### config.mk
export PLATFORM = sky130hd
export DESIGN_NAME = shadow_dump_rx_flat
export DESIGN_NICKNAME = d
export VERILOG_FILES = /design/src/rtl/shadow_dump_pkg.sv /design/src/rtl/shadow_dump_rx_if.sv /design/src/rtl/shadow_rx_fifo.sv /design/src/rtl/shadow_dump_rx.sv /design/src/flat_wrapper.sv
export SDC_FILE = /design/constraint.sdc
export NUM_CORES = 1
export LEC_CHECK = 0
export BUFFER_PORTS_ARGS = -buffer_cell sky130_fd_sc_hd__buf_2
export CORE_UTILIZATION = 63
export DETAILED_ROUTE_END_ITERATION = 7
export PLACE_DENSITY = 0.84
export SKIP_LAST_GASP = 1
export SYNTH_ARGS = -nofsm -noshare
export SYNTH_HDL_FRONTEND = slang
export SYNTH_SLANG_ARGS = --single-unit
### constraint.sdc
create_clock -name sh_clk -period 4.3 [get_ports sh_clk]
set_input_delay 0.215 -clock sh_clk [delete_from_list [all_inputs] [get_ports sh_clk]]
set_output_delay 0.215 -clock sh_clk [all_outputs]
set_load 0.01 [all_outputs]
### src/rtl/shadow_dump_pkg.sv
// Shared types for the shadow dump receiver.
// Holds the receive FSM state encoding and the trailer word layout.
package shadow_dump_pkg;

  typedef enum logic [1:0] {
    IDLE,
    DUMP,
    PAD,
    TRAIL
  } state_t;

  // The trailer word is {overflow, saturated bit count}, so the count field
  // is one bit narrower than the word.
  function automatic int unsigned trl_cnt_w(input int unsigned word_w);
    return word_w - 1;
  endfunction

endpackage

### src/rtl/shadow_dump_rx_if.sv
// Word-level valid/ready port between the dump receiver and the debug host.
// word_last marks the trailer word of a dump.
interface shadow_dump_rx_if #(
  parameter int unsigned WORD_W = 8
);
  logic [WORD_W-1:0] word_out;
  logic              word_vld;
  logic              word_rdy;
  logic              word_last;

  modport master (output word_out, output word_vld, output word_last, input word_rdy);
  modport slave  (input word_out, input word_vld, input word_last, output word_rdy);
endinterface

### src/rtl/shadow_rx_fifo.sv
// Synchronous FIFO buffering received words (data plus last flag).
// A push into a full FIFO is accepted when a pop happens in the same cycle.
module shadow_rx_fifo #(
  parameter int unsigned WIDTH = 9,
  parameter int unsigned DEPTH = 4
) (
  input  logic             clk,
  input  logic             rst,
  input  logic             push_i,
  input  logic [WIDTH-1:0] din_i,
  input  logic             pop_i,
  output logic [WIDTH-1:0] dout_o,
  output logic             full_o,
  output logic             empty_o
);
  localparam int unsigned AW = $clog2(DEPTH);

  logic [WIDTH-1:0] mem_q [DEPTH];
  logic [AW:0]      wr_q;
  logic [AW:0]      rd_q;
  logic             do_push;
  logic             do_pop;

  assign empty_o = (wr_q == rd_q);
  assign full_o  = (wr_q[AW] != rd_q[AW]) && (wr_q[AW-1:0] == rd_q[AW-1:0]);
  assign do_pop  = pop_i && !empty_o;
  assign do_push = push_i && (!full_o || do_pop);
  assign dout_o  = mem_q[rd_q[AW-1:0]];

  // NOTE: sequential state is always written with <= so every flop samples
  // pre-edge values regardless of statement order.
  always_ff @(posedge clk) begin
    if (rst) begin
      wr_q <= '0;
      rd_q <= '0;
    end else begin
      if (do_push) wr_q <= wr_q + (AW+1)'(1);
      if (do_pop)  rd_q <= rd_q + (AW+1)'(1);
    end
  end

  // NOTE: storage is not reset; the pointers alone define which entries are
  // valid, so clearing the array would only cost reset fan-out.
  always_ff @(posedge clk) begin
    if (do_push) mem_q[wr_q[AW-1:0]] <= din_i;
  end

endmodule

### src/rtl/shadow_dump_rx.sv
// Receiving end of a shadow_capture dump chain: deserialises the 1-bit stream
// into words, appends a trailer and hands them to the host through a FIFO.
module shadow_dump_rx
  import shadow_dump_pkg::*;
#(
  parameter int unsigned WORD_W     = 8,
  parameter int unsigned FIFO_DEPTH = 4,
  parameter int unsigned CNT_W      = 16
) (
  input  logic             sh_clk,
  input  logic             sh_rst,
  input  logic             start,
  output logic             dump_en,
  input  logic             ch_in,
  input  logic             ch_in_vld,
  input  logic             ch_in_done,
  shadow_dump_rx_if.master host,
  output logic [CNT_W-1:0] bit_count,
  output logic             busy,
  output logic             overflow,
  output logic             err_proto
);
  localparam int unsigned       PART_W      = $clog2(WORD_W);
  localparam int unsigned       TRL_CNT_W   = trl_cnt_w(WORD_W);
  localparam logic [CNT_W-1:0]  TRL_CNT_MAX = CNT_W'((1 << TRL_CNT_W) - 1);
  localparam logic [PART_W-1:0] PART_LAST   = PART_W'(WORD_W - 1);

  state_t              state_q, state_d;
  logic [WORD_W-1:0]   sh_q, sh_d;
  logic [PART_W-1:0]   part_q, part_d;
  logic [CNT_W-1:0]    cnt_q, cnt_d;
  logic                ovf_q, ovf_d;
  logic                err_q, err_d;

  logic                fifo_push;
  logic [WORD_W:0]     fifo_din;
  logic [WORD_W:0]     fifo_dout;
  logic                fifo_full;
  logic                fifo_empty;
  logic                pop;
  logic                can_push;
  logic                accept_start;
  logic [TRL_CNT_W-1:0] trl_cnt;

  assign pop          = host.word_vld && host.word_rdy;
  assign can_push     = !fifo_full || pop;
  assign accept_start = start && !busy;
  assign trl_cnt      = (cnt_q > TRL_CNT_MAX) ? '1 : cnt_q[TRL_CNT_W-1:0];

  shadow_rx_fifo #(
    .WIDTH (WORD_W + 1),
    .DEPTH (FIFO_DEPTH)
  ) u_fifo (
    .clk     (sh_clk),
    .rst     (sh_rst),
    .push_i  (fifo_push),
    .din_i   (fifo_din),
    .pop_i   (pop),
    .dout_o  (fifo_dout),
    .full_o  (fifo_full),
    .empty_o (fifo_empty)
  );

  always_ff @(posedge sh_clk) begin
    if (sh_rst) begin
      state_q <= IDLE;
      sh_q    <= '0;
      part_q  <= '0;
      cnt_q   <= '0;
      ovf_q   <= 1'b0;
      err_q   <= 1'b0;
    end else begin
      state_q <= state_d;
      sh_q    <= sh_d;
      part_q  <= part_d;
      cnt_q   <= cnt_d;
      ovf_q   <= ovf_d;
      err_q   <= err_d;
    end
  end

  always_comb begin
    state_d = state_q;
    unique case (state_q)
      IDLE:    if (accept_start) state_d = DUMP;
      DUMP:    if (ch_in_done) state_d = PAD;
      PAD:     if (part_q == '0 || can_push) state_d = TRAIL;
      TRAIL:   if (can_push) state_d = IDLE;
      default: state_d = IDLE;
    endcase
  end

  // NOTE: every signal driven here gets a default first, so no path through
  // the case leaves one unassigned and infers a latch.
  always_comb begin
    sh_d      = sh_q;
    part_d    = part_q;
    cnt_d     = cnt_q;
    ovf_d     = ovf_q;
    err_d     = err_q;
    fifo_push = 1'b0;
    fifo_din  = '0;
    unique case (state_q)
      IDLE: begin
        if (accept_start) begin
          sh_d   = '0;
          part_d = '0;
          cnt_d  = '0;
          ovf_d  = 1'b0;
          err_d  = 1'b0;
        end
      end
      DUMP: begin
        if (ch_in_vld) begin
          sh_d[part_q] = ch_in;
          if (cnt_q != '1) cnt_d = cnt_q + CNT_W'(1);
          if (part_q == PART_LAST) begin
            // The stream cannot stall, so a full FIFO loses this word.
            fifo_push = can_push;
            fifo_din  = {1'b0, sh_d};
            ovf_d     = ovf_q || !can_push;
            sh_d      = '0;
            part_d    = '0;
          end else begin
            part_d = part_q + PART_W'(1);
          end
        end
      end
      PAD: begin
        if (part_q != '0 && can_push) begin
          fifo_push = 1'b1;
          fifo_din  = {1'b0, sh_q};
          sh_d      = '0;
          part_d    = '0;
        end
      end
      TRAIL: begin
        fifo_push = can_push;
        fifo_din  = {1'b1, ovf_q, trl_cnt};
      end
      default: ;
    endcase
    // Stray stream activity outside DUMP is flagged even in a start cycle.
    if (state_q != DUMP && (ch_in_vld || ch_in_done)) err_d = 1'b1;
  end

  always_comb begin
    dump_en   = (state_q == DUMP);
    busy      = (state_q != IDLE) || !fifo_empty;
    bit_count = cnt_q;
    overflow  = ovf_q;
    err_proto = err_q;
  end

  // Gate the unreset storage so the word port reads zero while empty.
  assign host.word_vld  = !fifo_empty;
  assign host.word_out  = fifo_empty ? '0 : fifo_dout[WORD_W-1:0];
  assign host.word_last = !fifo_empty && fifo_dout[WORD_W];

endmodule

### src/flat_wrapper.sv
// flat-port wrapper written by rule: the top's interface ports become plain ports
module shadow_dump_rx_flat import shadow_dump_pkg::*;
#(
  parameter int unsigned WORD_W     = 8,
  parameter int unsigned FIFO_DEPTH = 4,
  parameter int unsigned CNT_W      = 16
)
  (sh_clk, sh_rst, start, dump_en, ch_in, ch_in_vld, ch_in_done, bit_count, busy, overflow, err_proto, host_word_out, host_word_vld, host_word_last, host_word_rdy);
  shadow_dump_rx_if #(.WORD_W(WORD_W)) host_i ();
  input  logic sh_clk;
  input  logic sh_rst;
  input  logic start;
  output logic dump_en;
  input  logic ch_in;
  input  logic ch_in_vld;
  input  logic ch_in_done;
  output logic [CNT_W-1:0] bit_count;
  output logic busy;
  output logic overflow;
  output logic err_proto;
  output wire logic [$bits(host_i.word_out)-1:0] host_word_out;
  output wire logic [$bits(host_i.word_vld)-1:0] host_word_vld;
  output wire logic [$bits(host_i.word_last)-1:0] host_word_last;
  input wire logic [$bits(host_i.word_rdy)-1:0] host_word_rdy;
  assign host_word_out = host_i.word_out;
  assign host_word_vld = host_i.word_vld;
  assign host_word_last = host_i.word_last;
  assign host_i.word_rdy = host_word_rdy;
  shadow_dump_rx #(.WORD_W(WORD_W), .FIFO_DEPTH(FIFO_DEPTH), .CNT_W(CNT_W)) u_core (.sh_clk(sh_clk), .sh_rst(sh_rst), .start(start), .dump_en(dump_en), .ch_in(ch_in), .ch_in_vld(ch_in_vld), .ch_in_done(ch_in_done), .host(host_i), .bit_count(bit_count), .busy(busy), .overflow(overflow), .err_proto(err_proto));
endmodule
# Word level (Yosys, flattened, before mapping)
# Memory sizes are Yosys's and may differ from the RTL's. A register that Yosys moved wholly into a read port is not among the register bits.
# Cells that the tools add are included.
[word_totals]
reg_bits = 37
ram_bits = 36
inputBits = 7
out_inout_bits = 30
word_cells = 107
memories = 1
[op_classes]
add_sub_neg = 4
magnitude_cmp = 3
eq_ne = 17
muxes = 42
reduce_logical = 32
[memory_table]
columns = ["memory", "words", "word_bits", "read_ports", "rd_clocked_by_memory_dff", "write_ports", "line", "source"]
rows = [
  ["u_core.u_fifo.mem_q", 4, 9, 1, 1, 1, "shadow_rx_fifo.sv:18", "logic [WIDTH-1:0] mem_q [DEPTH];"],
]
[ops]
columns = ["cell", "n"]
rows = [
  ["$mux W8", 7],
  ["$mux W16", 3],
  ["$pmux W16 S2", 1],
  ["$pmux W9 S3", 1],
  ["$pmux W8 S3", 1],
  ["$ne A2 B1 Y1 const B", 9],
  ["$add A16 B1 Y16 const B", 1],
  ["$gt A16 B7 Y1 const B", 1],
  ["$ne A16 B16 Y1 const B", 1],
  ["$reduce_and A4 Y1", 4],
  ["$mux W2", 6],
  ["$mux W3", 4],
  ["$mux W1", 11],
  ["$add A3 B1 Y3 const B", 3],
  ["$logic_and A1 B1 Y1", 9],
  ["$mux W9", 1],
  ["$pmux W3 S3", 1],
  ["$bwmux W8", 1],
  ["$pmux W2 S4", 1],
  ["$reduce_bool A2 Y1", 4],
  ["$mux W7", 1],
  ["$logic_or A1 B1 Y1", 6],
  ["$reduce_bool A3 Y1", 2],
  ["$eq A2 B2 Y1 const B", 2],
  ["14 further kinds", 17],
]

# Longest topological paths before layout
# Gate-level depths: netlist of run 1.
[depth]
word_depth = 10
mapped_depth = 9
depth_no_buf = 7

# By module
# A second synthesis of run 1 with hierarchy kept.
[hier_totals]
hier_cells = 383
hier_area_um2 = 4010.1
[modules_own_cells]
columns = ["module", "n_inst", "cells_per_inst", "area_per_inst_um2", "seq_area_each_um2"]
rows = [
  ["shadow_dump_rx", 1, 281, 2168.3, 620.6],
  ["shadow_rx_fifo", 1, 102, 1841.8, 1241.2],
]

# Worst setup path before layout of run 1
# No wires, ideal clock.
[synth_timing]
path_kind = "register -> register"
startpoint = "register u_core.state_q[1]"
endpoint = "memory u_core.u_fifo.mem_q[3][0], enable pin"
setup_ns = 0.341
t_arrival_ns = 2.016
required_ns = 3.959
slack_ns = 1.944
path_stages_with_launch = 7
n_path_buf = 1
period_less_slack_ns = 2.356
path_cell_list = "dfxtp_1 -> inv_1 -> ha_1 -> buf_2 -> nand3_1 -> a211oi_1 -> and2_1"
[synth_via]
elab_chain_len = 5
elab_cells_between_ends = 7
classes_between = "eq/ne (3); mux (3); reduce/logical (1)"
[synth_lines]
columns = ["element", "line", "source"]
rows = [
  ["start, declared", "shadow_dump_rx.sv:28", "state_t state_q, state_d;"],
  ["start signal, assigned", "shadow_dump_rx.sv:73", "state_q <= state_d;"],
  ["$eq A2 B1 Y1", "n/a", ""],
  ["via dump_en", "flat_wrapper.sv:13", "output logic dump_en;"],
  ["$pmux W1 S3", "shadow_dump_rx.sv:103", "unique case (state_q)"],
  ["$logic_and A1 B1 Y1", "shadow_rx_fifo.sv:27", "assign do_push = push_i && (!full_o || do_pop);"],
  ["$mux W1", "shadow_rx_fifo.sv:45", "if (do_push) mem_q[wr_q[AW-1:0]] <= din_i;"],
  ["$mux W1 (not written as such)", "shadow_rx_fifo.sv:45", ""],
  ["end, declared", "shadow_rx_fifo.sv:18", ""],
]
# The timed path passes the listed nets, and every way through them passes these cells.

# Final worst setup path of run 1
[layout_timing]
startpoint = "register u_core.state_q[1]"
endpoint = "memory u_core.u_fifo.mem_q[1][2], enable pin"
[layout_via]
elab_chain_len = 5
elab_cells_between_ends = 7
classes_between = "eq/ne (3); mux (3); reduce/logical (1)"
[layout_lines]
columns = ["element", "line"]
rows = [
  ["$eq A2 B2 Y1 / $eq A2 B1 Y1 (equally long branches)", "shadow_dump_rx.sv:103"],
  ["$pmux W1 S3 *", "shadow_dump_rx.sv:103"],
  ["$logic_and A1 B1 Y1 *", "shadow_rx_fifo.sv:27"],
  ["$mux W1 *", "shadow_rx_fifo.sv:45"],
  ["$mux W1 (not written as such) *", "shadow_rx_fifo.sv:45"],
]
# Every way passes the cells marked *; elsewhere a longest branch is shown, timed or not.

==> summary.md, run 1 <==
| Metric | Value |
|---|---|
| Number of violations reported at the end of detailed-routing iteration 0 | 130 |
| Delay contributed by the slowest stage of the critical path | 780 ps |
| Starting utilization of the core area | 66.7% |
| Detailed-router iteration count before antenna repair | 4 |
| Number of distinct library cell variants in the gate-level netlist after synthesis | 42 |
| Number of flops mapped to enable cells by yosys | 36 |
| Critical Path Fanout Max | 12 |
| Highest-count cells in the layout ignoring fill and taps | sky130_fd_sc_hd__dfxtp_1, sky130_fd_sc_hd__buf_2, sky130_fd_sc_hd__edfxtp_1 |
| Clock tree from TritonCTS | yes |
| NetSw | 0.000569 W |
| Number of sinks handled by clock tree synthesis | 75 |
| Power Total | 0.00186 W |
| Standard cell area after detailed placement | 3930 µm² |
| Detailed placement HPWL | 5.30 mm |
| Global placer's final weighted congestion | 0.870 |
| Core utilization of the finished layout | 74.3% |
| Wire length of the first global-routing pass | 12.2 mm |
| Final setup skew | 9.87 ps |
| Worst-margin pin slew | 903 ps |
| Post-Synthesis Cells | 360 |
| Overall via count from detail_route | 2,835 |
| I/O pin count | 37 |
| Largest net degree at the start of global routing | 26 |
| Power density normalized to cell area | 447 nW/µm² |
| Register share of total power | 43.8% |
| Number of antenna violations at the first check in global routing | 0 |
| Relative slew margins | 39.5% |
| Switch share | 30.5% |
| Comb power frac | 22.9% |
| Quantity of I/O buffers inserted on ports | 36 |
| Average routed wire per standard cell | 16.1 µm |
| Type of element launching the critical path | flop |
| RSZ-0062 raised after global routing | false |
| # rows | 27 |
| Cell internal power dissipation | 0.00130 W |
| Critical path's slowest cell | sky130_fd_sc_hd__a211oi_1 |
| Prevailing post-synth register cell | sky130_fd_sc_hd__dfxtp_1 |
| Clock latency reported for the late side of the worst-skew pair | 350 ps |
| Critical path endpoint category | flop |
| MaxCap Viol Count | 0 |
| Crit path required time | 4300 ps |
| Share of final-layout standard cells stronger than drive strength 1 | 16.5% |
| Seq/Total Area, Yosys | 49.7% |
| Die boundary height | 79.1 µm |
| Clock transition at the registers of the reported paths | 80 ps |
| Vias in the first global route | 2,593 |
| Post-CTS Resized | 0 |
| Total standard cell area after synthesis | 3740 µm² |
| Number of levels in the clock H-tree | 3 |
| Status | completed |
| Clock root buffer | sky130_fd_sc_hd__clkbuf_8 |
| Leak | 1.52 nW |
| Warnings, synthesis | 0 |
| DRC viols | 0 |
| Crit path time final | 2880 ps |
| Fill cells | 411 |
| DR vias/cell | 6.08 |
| Final design area excluding fillers | 4170 µm² |
| Die Area | 6250 µm² |
| ANT cells | 0 |
| Arrival time of data at the critical path endpoint | 2870 ps |
| Synthesized netlist net count | 381 |
| Most frequent standard cell in the layout excluding fill and tap cells | sky130_fd_sc_hd__dfxtp_1 |
| Post-CTS setup buffer count | 0 |
| Final Hold Viols | 0 |
| Area Growth Syn to Fin | 11.4% |
| Remaining global-route overflow | 0 |
| Total length of routed wires | 7.49 mm |
| Number of nets still failing antenna checks after routing | 0 |
| # setup viols final | 0 |
| Overall global routing resource usage | 26.0% |
| Hold Crit Class | primary input to flop |
| Worst voltage drop across the vdd grid | 282 µV |
| Part of the total power dissipated in the clock network | 33.3% |
| Type of the worst setup path | flop to flop |
| Synthesized area per cell | 10.4 µm² |
| Max Freq | 348 MHz |
| Post-Route Setup TNS | 0 ps |
| Ordered cell list for the critical path | inv_1 -> ha_1 -> nand3_1 -> a211oi_1 -> and2_1 |
| TritonCTS Buffers | 9 |
| Core area | 5610 µm² |
| Fraction of registers with async set or reset after synthesis | 0% |
| Maximum root-to-sink buffer count | 2 |
| Net total in the final layout | 410 |
| Hold bufs inserted after CTS | 0 |
| Share of the clock period used by the worst path after layout | 66.9% |
| Total count of max-transition violations in the final report | 0 |
| Die Span X | 79.1 µm |
| Synthesized flop and latch total | 75 |
critical path, delay by kind of cell, from the launching register on:
family	cells	cell delay (ps)
flops	1	380
buf+inv	1	110
compound gates	1	780
simple gates	2	860
fa+ha+maj	1	380
synth_stat cells (12+ instances only):
cell	instances	area [µm²]
sky130_fd_sc_hd__nand3_1	17	85.1
sky130_fd_sc_hd__clkbuf_1	12	45.0
sky130_fd_sc_hd__edfxtp_1	36	1080
sky130_fd_sc_hd__mux2i_1	13	130
sky130_fd_sc_hd__a21oi_1	31	155
sky130_fd_sc_hd__ha_1	14	175
sky130_fd_sc_hd__and2_1	14	87.6
sky130_fd_sc_hd__o21ai_0	21	105
sky130_fd_sc_hd__nor2_1	18	67.6
sky130_fd_sc_hd__or3_1	18	113
sky130_fd_sc_hd__nand2_1	30	113
sky130_fd_sc_hd__dfxtp_1	39	781
path summary, 6_finish.rpt:
| check | start | end | slack (ps) | depth (start not counted) |
|---|---|---|---|---|
| max reg2reg | u_core.state_q[1]$_SDFFE_PP0P_ | u_core.u_fifo.mem_q[1][2]$_DFFE_PP_ | 1420 | 5 |
| min reg2reg | u_core.sh_q[2]$_SDFFE_PP0P_ | u_core.sh_q[2]$_SDFFE_PP0P_ | 470 | 2 |
| max | u_core.state_q[1]$_SDFFE_PP0P_ | u_core.u_fifo.mem_q[1][2]$_DFFE_PP_ | 1420 | 5 |
| min | host_word_rdy | u_core.u_fifo.rd_q[2]$_SDFFE_PP0P_ | 220 | 4 |
layout make-up:
class                      count  area, µm²  share of cell area [%]
clock inverter                 5       82.6                    1.98
timing repair buffer          36        180                    4.32
tap                           72       90.1                    2.16
multi-input combinational    258       1770                    42.4
inverter                       9       33.8                   0.810
sequential                    75       1860                    44.7
clock buffer                  11        153                    3.66
cell families after synthesis:
group | after synthesis | share of synthesized area, %
flops | 75 | 49.7
mux | 22 | 8.89
xor+xnor | 10 | 2.34
compound gates | 77 | 12.4
simple gates | 135 | 19.0
fa+ha+maj | 14 | 4.68
buf+inv | 27 | 3.01
per-stage QoR:
stage	setup WS (ps)	cells	hold slack, ps
floorplan	1940	360	395
global placement	1630	450	455
detailed placement	1470	450	463
CTS	1410	466	218
global route	1160	466	267
finish	1420	466	225
state kept, by name, summed over array words and instances, names as in the netlist, named ones only:
register / cells
u_core.u_fifo.rd_q: 3
u_core.u_fifo.mem_q: 36
u_core.state_q: 2
u_core.err_proto: 1
u_core.u_fifo.wr_q: 3
u_core.sh_q: 8
u_core.bit_count: 16
u_core.part_q: 3
u_core.overflow: 1
layer usage:
metal  up-vias  track usage (%)  routed length, µm  share of wire, %
li1       1384                -                  -                 -
met1      1355             32.2               3210                43
met2        86             45.3               3820                51
met3        10             3.10                353               4.7
met4         0             12.2                108               1.4
met5         -                0                  0                 0
power by group through the flow:
stage / Clock [W] / Sequential (W) / Combinational (W)
after detailed placement: 0 / 0.000834 / 0.000421
final: 0.000620 / 0.000817 / 0.000427
after CTS: 0.000628 / 0.000818 / 0.000425
after global placement: 0 / 0.000830 / 0.000411
after floorplan: 0 / 0.000824 / 0.000341
after global routing: 0.000659 / 0.000824 / 0.000474
(Power assumes the default switching activity.)
==> inputs of run 2 (changes only) <==
--- a/config.mk
+++ b/config.mk
@@ -5,10 +5,11 @@
 export SDC_FILE = /design/constraint.sdc
 export NUM_CORES = 1
 export LEC_CHECK = 0
+export ABC_AREA = 1
 export BUFFER_PORTS_ARGS = -buffer_cell sky130_fd_sc_hd__buf_2
-export CORE_UTILIZATION = 63
+export CORE_UTILIZATION = 60
 export DETAILED_ROUTE_END_ITERATION = 7
-export PLACE_DENSITY = 0.84
+export PLACE_DENSITY = 0.8
 export SKIP_LAST_GASP = 1
 export SYNTH_ARGS = -nofsm -noshare
 export SYNTH_HDL_FRONTEND = slang
==> constraint.sdc (replaced) <==
create_clock -name sh_clk -period 2.9 [get_ports sh_clk]
set_input_delay 0.145 -clock sh_clk [delete_from_list [all_inputs] [get_ports sh_clk]]
set_output_delay 0.145 -clock sh_clk [all_outputs]
set_load 0.01 [all_outputs]
==> summary.md, run 2 <==
| Metric | Value |
|---|---|
| # setup viols final | 0 (unchanged) |
| RSZ-0062 raised after global routing | false (unchanged) |
| Clock latency reported for the late side of the worst-skew pair | 340 ps (was 350 ps) |
| MaxCap Viol Count | 0 (unchanged) |
| Overall global routing resource usage | 28.6% (was 26.0%) |
| Clock tree from TritonCTS | yes (unchanged) |
| Die boundary height | 85.0 µm (was 79.1 µm) |
| Share of the synthesized area in the top cell type | 26.1% (was 28.9%) |
| Hold Crit Class | primary input to flop (unchanged) |
| Core area | 6490 µm² (was 5610 µm²) |
| Pre-CTS setup slack | 735 ps (was 1470 ps) |
| Number of nets still failing antenna checks after routing | 0 (unchanged) |
| Number of sinks handled by clock tree synthesis | 75 (unchanged) |
| Crit path time final | 2180 ps (was 2880 ps) |
| Prevailing post-synth register cell | sky130_fd_sc_hd__dfxtp_1 (unchanged) |
| Total length of routed wires | 9.81 mm (was 7.49 mm) |
| Share of the clock period used by the worst path after layout | 75.3% (was 66.9%) |
| Ordered cell list for the critical path | inv_1 -> ha_1 -> nand3_1 -> or2_2 -> a31oi_1 (was inv_1 -> ha_1 -> nand3_1 -> a211oi_1 -> and2_1) |
| Share of final-layout standard cells stronger than drive strength 1 | 16.3% (was 16.5%) |
| Leak | 1.92 nW (was 1.52 nW) |
| Relative slew margins | 63.1% (was 39.5%) |
| Detailed placement HPWL | 6.74 mm (was 5.30 mm) |
| Critical path's slowest cell | sky130_fd_sc_hd__a31oi_1 (was sky130_fd_sc_hd__a211oi_1) |
| Crit path required time | 2990 ps (was 4300 ps) |
| Total standard cell area after synthesis | 4140 µm² (was 3740 µm²) |
| Remaining global-route overflow | 0 (unchanged) |
| Synthesized netlist net count | 556 (was 381) |
| # rows | 29 (was 27) |
| Highest-count cells in the layout ignoring fill and taps | sky130_fd_sc_hd__nand2_1, sky130_fd_sc_hd__nor2_1, sky130_fd_sc_hd__inv_1 (was sky130_fd_sc_hd__dfxtp_1, sky130_fd_sc_hd__buf_2, sky130_fd_sc_hd__edfxtp_1) |
| Vias in the first global route | 3,388 (was 2,593) |
| Type of the worst setup path | flop to flop (unchanged) |
| Worst-margin pin slew | 552 ps (was 903 ps) |
| Synthesized flop and latch total | 75 (unchanged) |
| Largest net degree at the start of global routing | 27 (was 26) |
| Post-CTS Resized | 0 (unchanged) |
| Clock transition at the registers of the reported paths | 90 ps (was 80 ps) |
| Global placer's final weighted congestion | 0.915 (was 0.870) |
| Maximum root-to-sink buffer count | 2 (unchanged) |
| Die Area | 7230 µm² (was 6250 µm²) |
| Delay contributed by the slowest stage of the critical path | 390 ps (was 780 ps) |
| Number of levels in the clock H-tree | 3 (unchanged) |
| Top-count cell post-synth | sky130_fd_sc_hd__nand2_1 (was sky130_fd_sc_hd__dfxtp_1) |
| Worst voltage drop across the vdd grid | 329 µV (was 282 µV) |
| Critical path endpoint category | flop (unchanged) |
| Kind of cell adding the most delay to the critical path | simple AND/OR/NAND/NOR gates (unchanged) |
| Post-CTS setup buffer count | 0 (unchanged) |
| Warnings, synthesis | 0 (unchanged) |
| Status | completed (unchanged) |
| Synthesized area per cell | 7.73 µm² (was 10.4 µm²) |
| Total count of max-transition violations in the final report | 0 (unchanged) |
| TritonCTS Buffers | 9 (unchanged) |
| Synth area leaders | sky130_fd_sc_hd__edfxtp_1, sky130_fd_sc_hd__dfxtp_1, sky130_fd_sc_hd__nand2_1 (was sky130_fd_sc_hd__edfxtp_1, sky130_fd_sc_hd__dfxtp_1, sky130_fd_sc_hd__mux4_2) |
| Die Span X | 85.0 µm (was 79.1 µm) |
| Fill cells | 538 (was 411) |
| Post-Synthesis Cells | 535 (was 360) |
| Cell accounting for the most synthesized area | sky130_fd_sc_hd__edfxtp_1 (unchanged) |
| Post-route setup slack | 716 ps (was 1420 ps) |
| Starting utilization of the core area | 63.7% (was 66.7%) |
| Max Freq | 458 MHz (was 348 MHz) |
| Most frequent standard cell in the layout excluding fill and tap cells | sky130_fd_sc_hd__nand2_1 (was sky130_fd_sc_hd__dfxtp_1) |
| ANT cells | 0 (unchanged) |
| Number of violations reported at the end of detailed-routing iteration 0 | 263 (was 130) |
| Clock root buffer | sky130_fd_sc_hd__clkbuf_8 (unchanged) |
| Most frequent cells after synthesis | sky130_fd_sc_hd__nand2_1, sky130_fd_sc_hd__nor2_1, sky130_fd_sc_hd__inv_1 (was sky130_fd_sc_hd__dfxtp_1, sky130_fd_sc_hd__edfxtp_1, sky130_fd_sc_hd__a21oi_1) |
| Fraction of registers with async set or reset after synthesis | 0% (unchanged) |
| Final setup skew | 10.9 ps (was 9.87 ps) |
| Power density normalized to cell area | 845 nW/µm² (was 447 nW/µm²) |
| Average routed wire per standard cell | 15.0 µm (was 16.1 µm) |
| Seq/Total Area, Yosys | 45.0% (was 49.7%) |
| Post-Route Setup TNS | 0 ps (unchanged) |
| Type of element launching the critical path | flop (unchanged) |
| Detailed-router iteration count before antenna repair | 5 (was 4) |
| Arrival time of data at the critical path endpoint | 2280 ps (was 2870 ps) |
| Launching instance or port of the critical path | u_core.state_q[1]$_SDFFE_PP0P_ (unchanged) |
| Hold bufs inserted after CTS | 0 (unchanged) |
| Number of distinct library cell variants in the gate-level netlist after synthesis | 35 (was 42) |
| Number of flops mapped to enable cells by yosys | 36 (unchanged) |
| Quantity of I/O buffers inserted on ports | 36 (unchanged) |
| I/O pin count | 37 (unchanged) |
| Largest register FFs | 36 (unchanged) |
| DRC viols | 0 (unchanged) |
| Power Total | 0.00393 W (was 0.00186 W) |
| Worst Min Path Start | host_word_rdy (unchanged) |
| Overall via count from detail_route | 3,663 (was 2,835) |
| Number of antenna violations at the first check in global routing | 0 (unchanged) |
| Net total in the final layout | 592 (was 410) |
| Worst flop-to-flop path startpoint | u_core.state_q[1]$_SDFFE_PP0P_ (unchanged) |
| Final Hold Viols | 0 (unchanged) |
| Wire length of the first global-routing pass | 16.2 mm (was 12.2 mm) |
| Worst path bufs/invs | 1 (unchanged) |
| Critical Path Fanout Max | 9 (was 12) |
| DR vias/cell | 5.61 (was 6.08) |
| Area Growth Syn to Fin | 12.3% (was 11.4%) |
[run 2: worst reg2reg max path: stages, from the launching register on]
cell	delay, ps
sky130_fd_sc_hd__dfxtp_1	360
sky130_fd_sc_hd__inv_1	140
sky130_fd_sc_hd__ha_1	360
sky130_fd_sc_hd__nand3_1	310
sky130_fd_sc_hd__or2_2	370
sky130_fd_sc_hd__a31oi_1	390
[run 2: power by group]
group	internal [W]	switching [W]	total, W
sequential	0.00119	0.000104	0.00130
clock	0.000667	0.000415	0.00108
combinational	0.000483	0.00107	0.00155
[run 2: area by class of cell]
type / instances / area (µm²) / area share [%]
Tap cell: 77 / 96.3 / 2.07
Clock inverter: 7 / 146 / 3.15
Timing Repair Buffer: 43 / 233 / 5.01
Clock buffer: 9 / 124 / 2.67
Multi-Input combinational cell: 380 / 1950 / 42.0
Inverter: 62 / 233 / 5.01
Sequential cell: 75 / 1860 / 40.1
[run 2: cells by family (layout without fill, tap and decap cells)]
family	Yosys count	after routing	share of synthesized area [%]
adders and majority gates	14	14	4.23
buffers and inverters	80	121	7.77
and+or+nand+nor	276	276	29.2
DFF	75	75	45.0
xor gates and xnor gates	9	9	1.91
AOI/OAI and AO/OA	81	81	11.8
[run 2: path summary, 6_finish.rpt]
check | cells past startpoint | slack (ps) | endpoint
min reg2reg | 2 | 500 | u_core.sh_q[6]$_SDFFE_PP0P_
max | 5 | 720 | u_core.u_fifo.mem_q[3][7]$_DFFE_PP_
max reg2reg | 5 | 720 | u_core.u_fifo.mem_q[3][7]$_DFFE_PP_
min | 3 | 150 | u_core.u_fifo.rd_q[0]$_SDFFE_PP0P_
[run 2: metal layers]
layer	wire, µm	global-route usage [%]
met5	0	0
met4	159	9.24
met3	441	3.31
met2	4880	49.6
met1	4330	37.5
[run 2: stage by stage]
step / hold slack [ps] / util, % / instances / instance area, µm²
3_5_place_dp: 476 / 67.4 / 637 / 4380
6_report: 151 / 71.5 / 653 / 4650
3_3_place_gp: 465 / 67.4 / 637 / 4380
5_1_grt: 208 / 71.5 / 653 / 4650
2_1_floorplan: 366 / - / 535 / 4140
4_1_cts: 144 / 71.5 / 653 / 4650
